[config.mk]
export PLATFORM = sky130hd
export DESIGN_NAME = control_unit
export DESIGN_NICKNAME = d
export VERILOG_FILES = /design/src/rtl/ctrl_pkg.sv /design/src/rtl/control_unit_cond.sv /design/src/rtl/control_unit.sv
export SDC_FILE = /design/constraint.sdc
export NUM_CORES = 1
export LEC_CHECK = 0
export CORE_MARGIN = 2
export CORE_UTILIZATION = 43
export CTS_CLUSTER_DIAMETER = 100
export DETAILED_ROUTE_END_ITERATION = 8
export GPL_TIMING_DRIVEN = 0
export PLACE_DENSITY = 0.82
export SETUP_SLACK_MARGIN = 0.15
export SLEW_MARGIN = 0
export SYNTH_ARGS = -nofsm -noshare
export SYNTH_HDL_FRONTEND = slang
export SYNTH_SLANG_ARGS = --single-unit
[constraint.sdc]
create_clock -name clk -period 6.21 [get_ports clk]
set_clock_uncertainty 0.2 [all_clocks]
set_input_delay 0.621 -clock clk [delete_from_list [all_inputs] [get_ports clk]]
set_output_delay 0.621 -clock clk [all_outputs]
set_load 0.01 [all_outputs]
[src/rtl/ctrl_pkg.sv]
// Shared encodings for the ARM-subset control path: opcodes, DP commands,
// condition codes, ALU selects, fault FSM states and the decode bundle.
package ctrl_pkg;

    localparam logic [1:0] OP_DP  = 2'b00;
    localparam logic [1:0] OP_MEM = 2'b01;
    localparam logic [1:0] OP_BR  = 2'b10;

    localparam logic [3:0] CMD_ADD = 4'b0100;
    localparam logic [3:0] CMD_SUB = 4'b0010;
    localparam logic [3:0] CMD_AND = 4'b0000;
    localparam logic [3:0] CMD_ORR = 4'b1100;

    localparam logic [1:0] ALU_ADD = 2'b00;
    localparam logic [1:0] ALU_SUB = 2'b01;
    localparam logic [1:0] ALU_AND = 2'b10;
    localparam logic [1:0] ALU_ORR = 2'b11;

    typedef enum logic [3:0] {
        COND_EQ = 4'h0, COND_NE = 4'h1, COND_CS = 4'h2, COND_CC = 4'h3,
        COND_MI = 4'h4, COND_PL = 4'h5, COND_VS = 4'h6, COND_VC = 4'h7,
        COND_HI = 4'h8, COND_LS = 4'h9, COND_GE = 4'hA, COND_LT = 4'hB,
        COND_GT = 4'hC, COND_LE = 4'hD, COND_AL = 4'hE, COND_NV = 4'hF
    } cond_e;

    typedef enum logic {
        RUN   = 1'b0,
        FAULT = 1'b1
    } state_e;

    typedef struct packed {
        logic [1:0] reg_src;
        logic       reg_w;
        logic       mem_w;
        logic [1:0] imm_src;
        logic       alu_src;
        logic [1:0] alu_ctl;
        logic       mem_to_reg;
        logic       branch;
        logic [1:0] flag_w;
        logic       illegal;
    } dec_t;

endpackage

[src/rtl/control_unit_cond.sv]
// NZCV flag registers, condition evaluation and qualification of the
// architectural write enables (RegWrite, MemWrite, PCSrc, flag update).
module cond_logic
    import ctrl_pkg::*;
#(
    parameter logic [3:0] FLAGS_RST = 4'b0000
) (
    input  logic       clk,
    input  logic       reset,
    input  cond_e      cond_i,
    input  logic [1:0] flag_w_i,
    input  logic [3:0] alu_flags_i,
    input  logic       run_i,
    input  logic       legal_i,
    input  logic       reg_w_i,
    input  logic       mem_w_i,
    input  logic       pcs_i,
    output logic       cond_ex_o,
    output logic       reg_write_o,
    output logic       mem_write_o,
    output logic       pc_src_o
);

    logic [3:0] flags_q, flags_d;
    logic       n, z, c, v;
    logic       cond_ex;
    logic       wr_ok;

    assign {n, z, c, v} = flags_q;

    always_comb begin
        cond_ex = 1'b0;
        unique case (cond_i)
            COND_EQ: cond_ex = z;
            COND_NE: cond_ex = ~z;
            COND_CS: cond_ex = c;
            COND_CC: cond_ex = ~c;
            COND_MI: cond_ex = n;
            COND_PL: cond_ex = ~n;
            COND_VS: cond_ex = v;
            COND_VC: cond_ex = ~v;
            COND_HI: cond_ex = c & ~z;
            COND_LS: cond_ex = ~c | z;
            COND_GE: cond_ex = (n == v);
            COND_LT: cond_ex = (n != v);
            COND_GT: cond_ex = ~z & (n == v);
            COND_LE: cond_ex = z | (n != v);
            COND_AL: cond_ex = 1'b1;
            default: cond_ex = 1'b0;
        endcase
    end

    // Reset also masks the enables so nothing commits during the reset cycle.
    assign wr_ok       = cond_ex & run_i & legal_i & ~reset;
    assign cond_ex_o   = cond_ex;
    assign reg_write_o = reg_w_i & wr_ok;
    assign mem_write_o = mem_w_i & wr_ok;
    assign pc_src_o    = pcs_i & wr_ok;

    always_comb begin
        flags_d = flags_q;
        if (wr_ok & flag_w_i[1]) flags_d[3:2] = alu_flags_i[3:2];
        if (wr_ok & flag_w_i[0]) flags_d[1:0] = alu_flags_i[1:0];
    end

    always_ff @(posedge clk) begin
        if (reset) flags_q <= FLAGS_RST;
        else       flags_q <= flags_d;
    end

endmodule

[src/rtl/control_unit.sv]
// Single-cycle ARM-subset control unit: decoder, sticky fault FSM and
// optional perf counters (enabled with `define CTRL_PERF_EN).
module control_unit
    import ctrl_pkg::*;
#(
    parameter logic [3:0] FLAGS_RST = 4'b0000,
    parameter int         CNT_W     = 32
) (
    input  logic        clk,
    input  logic        reset,
    input  logic [19:0] Instr,
    input  logic [3:0]  ALUFlags,
    output logic [1:0]  RegSrc,
    output logic        RegWrite,
    output logic [1:0]  ImmSrc,
    output logic        ALUSrc,
    output logic [1:0]  ALUControl,
    output logic        MemtoReg,
    output logic        MemWrite,
    output logic        PCSrc,
    output logic        fault
`ifdef CTRL_PERF_EN
    ,
    output logic [CNT_W-1:0] retired_cnt,
    output logic [CNT_W-1:0] skipped_cnt
`endif
);

    cond_e      cond;
    logic [1:0] op;
    logic [5:0] funct;
    logic [3:0] cmd;
    logic [3:0] rd;
    dec_t       dec;
    logic       pcs;
    logic       cond_ex;
    logic       run;
    state_e     state_q;
    logic       fault_q;
    logic       unused_rn;

    assign cond      = cond_e'(Instr[19:16]);
    assign op        = Instr[15:14];
    assign funct     = Instr[13:8];
    assign cmd       = funct[4:1];
    assign rd        = Instr[3:0];
    assign unused_rn = ^Instr[7:4];

    always_comb begin
        dec = '0;
        unique case (op)
            OP_DP: begin
                dec.reg_w   = 1'b1;
                dec.alu_src = funct[5];
                unique case (cmd)
                    CMD_ADD: dec.alu_ctl = ALU_ADD;
                    CMD_SUB: dec.alu_ctl = ALU_SUB;
                    CMD_AND: dec.alu_ctl = ALU_AND;
                    CMD_ORR: dec.alu_ctl = ALU_ORR;
                    default: dec.illegal = 1'b1;
                endcase
                dec.flag_w[1] = funct[0];
                dec.flag_w[0] = funct[0] & ((cmd == CMD_ADD) | (cmd == CMD_SUB));
            end
            OP_MEM: begin
                dec.alu_src = 1'b1;
                dec.imm_src = 2'b01;
                dec.alu_ctl = ALU_ADD;
                if (funct[0]) begin
                    dec.reg_w      = 1'b1;
                    dec.mem_to_reg = 1'b1;
                end else begin
                    dec.mem_w   = 1'b1;
                    dec.reg_src = 2'b10;
                end
            end
            OP_BR: begin
                dec.branch  = 1'b1;
                dec.alu_src = 1'b1;
                dec.imm_src = 2'b10;
                dec.reg_src = 2'b01;
                dec.alu_ctl = ALU_ADD;
            end
            default: dec.illegal = 1'b1;
        endcase
        if (cond == COND_NV) dec.illegal = 1'b1;
        // Illegal encodings present an all-zero decode to the datapath.
        if (dec.illegal) begin
            dec         = '0;
            dec.illegal = 1'b1;
        end
    end

    assign pcs = dec.branch | (dec.reg_w & (rd == 4'hF));
    assign run = (state_q == RUN);

    assign RegSrc     = dec.reg_src;
    assign ImmSrc     = dec.imm_src;
    assign ALUSrc     = dec.alu_src;
    assign ALUControl = dec.alu_ctl;
    assign MemtoReg   = dec.mem_to_reg;
    assign fault      = fault_q;

    cond_logic #(
        .FLAGS_RST(FLAGS_RST)
    ) u_cond (
        .clk        (clk),
        .reset      (reset),
        .cond_i     (cond),
        .flag_w_i   (dec.flag_w),
        .alu_flags_i(ALUFlags),
        .run_i      (run),
        .legal_i    (~dec.illegal),
        .reg_w_i    (dec.reg_w),
        .mem_w_i    (dec.mem_w),
        .pcs_i      (pcs),
        .cond_ex_o  (cond_ex),
        .reg_write_o(RegWrite),
        .mem_write_o(MemWrite),
        .pc_src_o   (PCSrc)
    );

    always_ff @(posedge clk) begin
        if (reset) begin
            state_q <= RUN;
            fault_q <= 1'b0;
        end else begin
            unique case (state_q)
                RUN: begin
                    if (dec.illegal) begin
                        state_q <= FAULT;
                        fault_q <= 1'b1;
                    end
                end
                FAULT: begin
                    state_q <= FAULT;
                    fault_q <= 1'b1;
                end
                default: begin
                    state_q <= FAULT;
                    fault_q <= 1'b1;
                end
            endcase
        end
    end

`ifdef CTRL_PERF_EN
    logic [CNT_W-1:0] retired_q, retired_d;
    logic [CNT_W-1:0] skipped_q, skipped_d;

    always_comb begin
        retired_d = retired_q;
        skipped_d = skipped_q;
        if (run & ~dec.illegal) begin
            if (cond_ex) retired_d = retired_q + 1'b1;
            else         skipped_d = skipped_q + 1'b1;
        end
    end

    always_ff @(posedge clk) begin
        if (reset) begin
            retired_q <= '0;
            skipped_q <= '0;
        end else begin
            retired_q <= retired_d;
            skipped_q <= skipped_d;
        end
    end

    assign retired_cnt = retired_q;
    assign skipped_cnt = skipped_q;
`else
    logic             unused_cond_ex;
    logic [CNT_W-1:0] unused_cnt;
    assign unused_cond_ex = cond_ex;
    assign unused_cnt     = '0;
`endif

endmodule

# == Word level (Yosys, flattened, before mapping) ==
# Index checks and enable logic that the tools add are counted.
# op_classes
bitwise,23
eq_ne,24
reduce_logical,5
n_mux,21
# ops
op,n
$eq 4x4->1 const B,10
$eq 4x3->1 const B,5
$pmux 1 s15,1
$mux 14,1
$and 1x1->1,12
$eq 4x2->1 const B,3
$mux 1,9
$logic_not 4->1,2
$pmux 1 s2,4
$pmux 2 s2,2
$not 1->1,7
$pmux 2 s3,1
$pmux 3 s2,1
$eq 4x1->1 const B,1
$mux 2,2
$or 1x1->1,4
$reduce_or 4->1,1
$eq 2x1->1 const B,1
$eq 2x2->1 const B,1
$logic_not 2->1,1
$ne 2x2->1 const B,1
$reduce_or 2->1,1
$eq 1x1->1,1
$ne 1x1->1,1
# word_totals
out_inout_bits,12
reg_bits,6

# == Logic depth before layout (Yosys ltp) ==
# Gate-level depths: netlist (run 1).
# depth
word_depth,10
depth_mapped,8
mapped_depth_nobuf,8

# == By module ==
# Synthesis (run 1) repeated with hierarchy kept, for this count alone.
# hier_totals
hier_cells,100
hier_area_um2,792.0
# by_module_without_submodules
mod,instances,area_each_um2,cells_per_inst
control_unit,1,431.7,51
cond_logic,1,360.3,49

# == Worst setup path before layout (run 1) ==
# Ideal clock, no wire load.
# synth_timing
path_type,input to output
startpoint,input Instr[19]
endpoint,output PCSrc
t_arrival_ns,2.107
path_slack_ns,3.282
required_ns,5.389
path_stages,7
n_path_buf,1
path_cell_list,buf_2 > and2_1 > nor4b_1 > o311a_1 > a211oi_2 > or4_1 > nor2_1
# synth_via
elab_chain_len,7
word_cells_on_any_way,26
cone_classes,eq/ne: 15; mux: 3; bitwise: 7; reduce/logical: 1
# synth_lines
item,line,rtl
start: declaration,control_unit.sv:11,"input logic [19:0] Instr,"
"parallel branches: the longest is 6 deep, another holds $pmux 1 s15",n/a,
$and 1x1->1 (*),control_unit_cond.sv:58,assign pc_src_o = pcs_i & wr_ok;
end: declaration,control_unit.sv:20,"output logic PCSrc,"
# Mark *: on every way between the ends.

# == Worst setup path in the final report (run 1) ==
# layout_timing
startpoint,input Instr[15]
endpoint,output MemWrite
# layout_via
elab_chain_len,9
word_cells_on_any_way,12
cone_classes,eq/ne: 2; mux: 4; bitwise: 4; reduce/logical: 2
# layout_lines
item,line,rtl
$eq 2x2->1 or $eq 2x1->1 (tied branches),control_unit.sv:51,unique case (op)
$reduce_or 2->1 (no line),n/a,
$pmux 1 s2,control_unit.sv:51,
$mux 1,control_unit.sv:86,if (cond == COND_NV) dec.illegal = 1'b1;
$mux 14 (*),control_unit.sv:88,if (dec.illegal) begin
$not 1->1,control_unit.sv:113,".legal_i (~dec.illegal),"
$and 1x1->1 (2 in series),control_unit_cond.sv:54,assign wr_ok = cond_ex & run_i & legal_i & ~reset;
$and 1x1->1 (*),control_unit_cond.sv:57,assign mem_write_o = mem_w_i & wr_ok;
end: declaration,control_unit.sv:19,"output logic MemWrite,"
# Every way passes the cells marked *; elsewhere a longest branch is shown, timed or not.

==> results by group, run 1 <==
GRT
  • Vias in the first global route: 718
  • Initial antenna violation count: 0
  • First-pass GRT wire length: 2940 um
  • Largest net degree at the start of global routing: 11
  • Global Route Usage Sum: 0.187
  • Met2 Track Usage GR: 0.322
  • GRT met1 Usage: 0.234
  • Met3 GRT Util: 0.0235
  • GRT Max-Usage Layer: met2
  • Global route overflow: 0

Floorplanning
  • Initial core utilization: 0.448
  • # IOs: 38
  • Die width: 46.2 um
  • Die Y: 46.2 um
  • Die area: 2130 um2
  • Core area: 1710 um2
  • Cell row count: 15

Layout
  • Layout cells sized above 1: 0.121
  • Layout fillers: 146
  • Footprint of the multi-input gates: 599 um2
  • NumNets Final: 164
  • Area grow syn2layout: 47.6%
  • N_diodes: 0
  • Total area of sequential cells: 120 um2
  • Fin area: 1130 um2

Critical path
  • Crit path capture type: output port
  • Startpoint class of the critical path: primary input
  • Worst-path fanout max: 5
  • CP Class: primary input to output port
  • Critical Path AT: 3240 ps
  • Worst Path Required: 5390 ps

Synth
  • Mapped Nets: 128
  • Yosys warns: 0
  • Mapped Area: 764 um2
  • Synth top area cells: dfxtp_1 16%, nand2b_1 8.2%, nor2_1 6.9%
  • Top cells by count, synth: 14 x nor2_1, 10 x nand2b_1, 6 x dfxtp_1
  • Mean post-synth cell area: 7.80 um2
  • Syn Inst Count: 98
  • Post-synth top flop: dfxtp_1
  • #FFs+latches synth: 6
  • Ys async rst share: 0
  • Synth cell types: 41
  • Post-synth EDFFs: 0
  • Area share of the largest cell type after synthesis: 0.157
  • Largest area contributor in the netlist: dfxtp_1
  • Share of the yosys chip area belonging to registers: 0.157
  • Count leader, synth: nor2_1

Timing
  • Fin. max-slew vios: 0
  • # setup viols final: 0
  • Setup ws final: 2150 ps
  • RSZ-0062 raised after global routing: false
  • Final setup TNS: 0 ps
  • Post-layout minimum cycle time: 4060 ps
  • Final Hold Fails: 0
  • Fmax: 0.246 GHz
  • Slew Limit Headroom: 0.722
  • Final period util: 0.653
  • Worst Tran Pin Value: 414 ps

Routing
  • Via count: 806
  • DRC Markers: 0
  • DR WL/cell: 11.6 um
  • Post-DRT Antenna Nets: 0
  • Initial DRT Pass Iterations: 4
  • Initial DRC count: 12
  • Total Wirelength: 1830 um
  • Via/cell ratio: 5.13

Placed design
  • Final HPWL DP: 1550 um
  • PortBufs: 31
  • Gpl congestion: 0.720
  • DP Area: 1110 um2
  • Pre-CTS setup slack: 2170 ps

Hold path
  • Hold crit path type: register to register

Clock network
  • Root buf cell: clkbuf_4
  • CTS sink cnt: 6
  • Post-CTS Resized: 0
  • Bufs on Longest Clock Path: 2
  • CTS H-tree lvls: 1
  • Worst skew pair latency: 240 ps
  • CTS tree: built
  • CTS buffer count: 3
  • Setup bufs post-CTS: 0
  • Clk slew on worst S/H paths: 40 ps
  • Cts-stage hold buffer count: 0

Power
  • Peak supply drop: 0.000107 V
  • Pwr/cell area: 115 nW/um2
  • Pleak: 0.452 nW

Status
  • Status: completed

Flow run
  • Max Cap Violations: 0
==> final timing paths <==
kind / startpoint / endpoint / slack [ps] / depth (start not counted)
max: Instr[15] / MemWrite / 2150 / 9
min: fault / fault / 290 / 2
max reg2reg: u_cond.flags_q[3] / u_cond.flags_q[3] / 4230 / 6
min reg2reg: fault / fault / 290 / 2
==> flip-flops by register name (all words and copies together) (netlist names) <==
signal          count
state_q             1
u_cond.flags_q      4
fault               1
==> worst max-delay path, cell delays in order <==
cell	delay [ps]
clkdlybuf4s50_1	510
inv_1	80
ha_1	320
nor2_1	80
a41oi_4	250
nand2_2	120
or4_1	570
nor3_2	140
clkdlybuf4s50_1	550
==> report_power, final <==
group / switching [mW] / internal, mW / total, mW
Sequential: 0.00104 / 0.0401 / 0.0411
Combinational: 0.0244 / 0.0292 / 0.0536
Clock: 0.0128 / 0.0218 / 0.0346
Total: 0.0383 / 0.0910 / 0.129
==> per-stage QoR <==
stage               instances  utilization  total power [mW]  hold WS [ps]
floorplan                  98            -            0.0700           276
global placement          154        0.648            0.0938           265
detailed placement        154        0.648            0.0955           292
CTS                       157        0.661             0.131           308
global route              157        0.661             0.137           355
finish                    157        0.661             0.129           293
==> layer usage <==
metal	vias up	part of all wire
li1	421	-
met1	368	0.43
met2	17	0.54
met3	0	0.027
met4	0	0
met5	-	0
==> layout make-up <==
type | instances | area share
Multi-Input combinational cell | 82 | 0.531
Tap cell | 25 | 0.0277
Sequential cell | 6 | 0.106
Clock buffer | 3 | 0.0200
Inverter | 5 | 0.0166
Buffer | 5 | 0.0233
Timing Repair Buffer | 31 | 0.275
==> cell families (layout without fill, tap and decap cells) <==
logic type	after synthesis	count (layout)	share of synthesized area
compound gates	16	16	0.188
xor+xnor	3	3	0.0344
fa+ha+maj	4	4	0.0655
buf+inv	10	44	0.0589
flops	6	6	0.157
mux	7	7	0.0998
simple gates	52	52	0.396
==> cells in the final DEF (no fill, tap or decap), types with 2 or more instances in the layout <==
master,synthesis,layout
a21oi_1,4,4
a22oi_1,2,2
and3_1,3,3
buf_2,2,2
clkbuf_4,0,3
clkdlybuf4s50_1,0,31
dfxtp_1,6,6
ha_1,4,4
inv_1,5,5
mux2i_1,5,5
nand2_1,4,4
nand2b_1,10,10
nor2_1,14,14
nor2b_1,2,2
nor3_1,5,5
o21ai_0,2,2
o221ai_1,2,2
xor2_1,3,3
No activity file was read; power rests on OpenSTA's default activity.
==> inputs of run 2 (changes only) <==
--- a/config.mk
+++ b/config.mk
@@ -6,11 +6,11 @@
 export NUM_CORES = 1
 export LEC_CHECK = 0
 export CORE_MARGIN = 2
-export CORE_UTILIZATION = 43
+export CORE_UTILIZATION = 40
 export CTS_CLUSTER_DIAMETER = 100
 export DETAILED_ROUTE_END_ITERATION = 8
 export GPL_TIMING_DRIVEN = 0
-export PLACE_DENSITY = 0.82
+export PLACE_DENSITY = 0.77
 export SETUP_SLACK_MARGIN = 0.15
 export SLEW_MARGIN = 0
 export SYNTH_ARGS = -nofsm -noshare
==> constraint.sdc (replaced) <==
create_clock -name clk -period 4.05 [get_ports clk]
set_clock_uncertainty 0.2 [all_clocks]
set_input_delay 0.405 -clock clk [delete_from_list [all_inputs] [get_ports clk]]
set_output_delay 0.405 -clock clk [all_outputs]
set_load 0.01 [all_outputs]
==> run 2 against run 1 <==
Compared with the run above: flip-flop and latch count unchanged; routed wire length up 0.33%; sequential power up 53%; via count up 0.74%; final area unchanged; critical endpoint is now PCSrc.
==> results by group, run 2 (synthesized netlist as in run 1, its figures left out) <==
Clock network
  • Cts-stage hold buffer count: 0 (unchanged)
  • Post-CTS Resized: 0 (unchanged)
  • Clk slew on worst S/H paths: 40 ps (about the same)
  • Bufs on Longest Clock Path: 2 (unchanged)
  • Worst skew pair latency: 240 ps (about the same)
  • Root buf cell: clkbuf_4
  • CTS H-tree lvls: 1 (unchanged)
  • Setup bufs post-CTS: 0 (unchanged)
  • CTS buffer count: 3 (unchanged)
  • CTS tree: built
  • CTS sink cnt: 6 (unchanged)

Routing
  • Post-DRT Antenna Nets: 0 (unchanged)
  • DRC Markers: 0 (unchanged)
  • Via/cell ratio: 5.17 (+0.74%)
  • DR WL/cell: 11.7 um (+0.33%)
  • Initial DRC count: 19 (+7)
  • Via count: 812 (+0.74%)
  • Total Wirelength: 1830 um (+0.33%)
  • Initial DRT Pass Iterations: 4 (unchanged)

Placed design
  • Cells after DPL: 154 (unchanged)
  • Pre-CTS setup slack: 429 ps (-1740 ps)
  • DP Area: 1110 um2 (unchanged)
  • Gpl congestion: 0.725 (+0.65%)
  • Final HPWL DP: 1530 um (-0.72%)
  • PortBufs: 31 (unchanged)

Timing
  • Final Hold Fails: 0 (unchanged)
  • Fmax: 0.278 GHz
  • Final period util: 0.888
  • Final setup TNS: 0 ps (unchanged)
  • Fin. max-slew vios: 0 (unchanged)
  • Setup ws final: 453 ps (-1700 ps)
  • RSZ-0062 raised after global routing: false
  • # setup viols final: 0 (unchanged)
  • Worst Tran Pin Value: 402 ps (-12.2 ps)
  • Slew Limit Headroom: 0.730 (+0.00822)
  • Post-layout minimum cycle time: 3600 ps

GRT
  • First-pass GRT wire length: 2890 um (-1.6%)
  • Largest net degree at the start of global routing: 11 (unchanged)
  • Initial antenna violation count: 0 (unchanged)
  • Global Route Usage Sum: 0.174 (-0.0125)
  • Global route overflow: 0 (unchanged)
  • Vias in the first global route: 702 (-2.2%)

Critical path
  • Crit path max-delay cell type: or4_1
  • Reg2Reg Setup Slack: 2050 ps (-2180 ps)
  • FF-to-FF End: u_cond.flags_q[0]
  • Reg2reg start: u_cond.flags_q[0]
  • Worst Path Required: 3440 ps (-1950 ps)
  • CP Class: primary input to output port
  • Worst-path fanout max: 5 (unchanged)
  • R2R depth: 6 (unchanged)
  • Crit-path cells: clkdlybuf4s50_1, inv_1, ha_1, nor2_1, a41oi_4, nand2_2, or4_1, nor2_1, clkdlybuf4s50_1
  • Startpoint class of the critical path: primary input
  • Max incr delay on CP: 560 ps (about the same)
  • Critical Path AT: 2990 ps (-250 ps)
  • Crit path capture type: output port

Power
  • Pwr/cell area: 175 nW/um2 (+53%)
  • Peak supply drop: 0.000185 V (+72%)
  • Pleak: 0.452 nW (unchanged)
  • Power, Total: 0.198 mW (+53%)

Hold path
  • Hold crit path type: register to register
  • Worst Hold Path EP: fault
  • Min-delay src: fault
  • Hold Crit Depth: 2 (unchanged)

Floorplanning
  • Core area: 1760 um2 (+3.3%)
  • Die area: 2280 um2 (+6.8%)
  • Die Y: 47.7 um (+3.4%)
  • Die width: 47.7 um (+3.4%)
  • # IOs: 38 (unchanged)
  • Initial core utilization: 0.433 (-0.0143)
  • Cell row count: 15 (unchanged)

Layout
  • NumNets Final: 164 (unchanged)
  • Biggest register: u_cond.flags_q
  • Fin area: 1130 um2 (unchanged)
  • Area grow syn2layout: 47.6% (unchanged)
  • Commonest non-fill, non-tap cells in the layout: 31 x clkdlybuf4s50_1, 14 x nor2_1, 10 x nand2b_1
  • N_diodes: 0 (unchanged)
  • Most common cell after layout, fill and taps aside: clkdlybuf4s50_1
  • Max FFs per register: 4 (unchanged)
  • Layout cells sized above 1: 0.121 (unchanged)
  • Non-Filler Instances: 157 (unchanged)

Flow run
  • Max Cap Violations: 0 (unchanged)

Status
  • Status: completed
==> run 2: cell counts in the layout (fill, tap and decap cells not counted) <==
No cell type changed its count.
==> run 2: report_power, final <==
group | total [mW] | switching, mW | internal [mW]
combinational | 0.0823 | 0.0376 | 0.0447
clock | 0.0526 | 0.0193 | 0.0334
sequential | 0.0629 | 0.00146 | 0.0615
total | 0.198 | 0.0583 | 0.140
==> run 2: worst max-delay path by stage <==
stage	from	to	slack [ps]	depth (start not counted)
2_1_floorplan	Instr[19]	PCSrc	1550	7
3_3_place_gp	Instr[14]	MemWrite	460	9
3_5_place_dp	Instr[14]	MemWrite	430	9
4_1_cts	Instr[14]	MemWrite	430	9
5_1_grt	Instr[15]	PCSrc	290	9
6_report	Instr[14]	PCSrc	450	9
==> run 2: metal layers <==
metal / up-vias / wire length (um) / track usage
met5: - / 0 / 0
met4: 0 / 0 / 0.0649
met3: 0 / 58 / 0.0113
met2: 19 / 966 / 0.299
met1: 376 / 807 / 0.229
li1: 417 / - / -
==> run 2: final cells by class <==
cell class,count,area (um2)
plain buffers,5,26.3
clock buffers,3,22.5
inverters,5,18.8
multi-input cells,82,599
repair buffers,31,310
fillers,168,636
well taps,25,31.3
flip-flops and latches,6,120
==> run 2: through the flow <==
| stage | util | hold slack [ps] |
|---|---|---|
| floorplan | - | 276 |
| global placement | 0.627 | 266 |
| detailed placement | 0.627 | 276 |
| CTS | 0.640 | 293 |
| global route | 0.640 | 324 |
| finish | 0.640 | 283 |
==> run 2: critical path, delay by kind of cell <==
kind | cells | cell delay [ps]
compound gates | 1 | 240
fa+ha+maj | 1 | 310
buf+inv | 3 | 1120
simple gates | 4 | 910
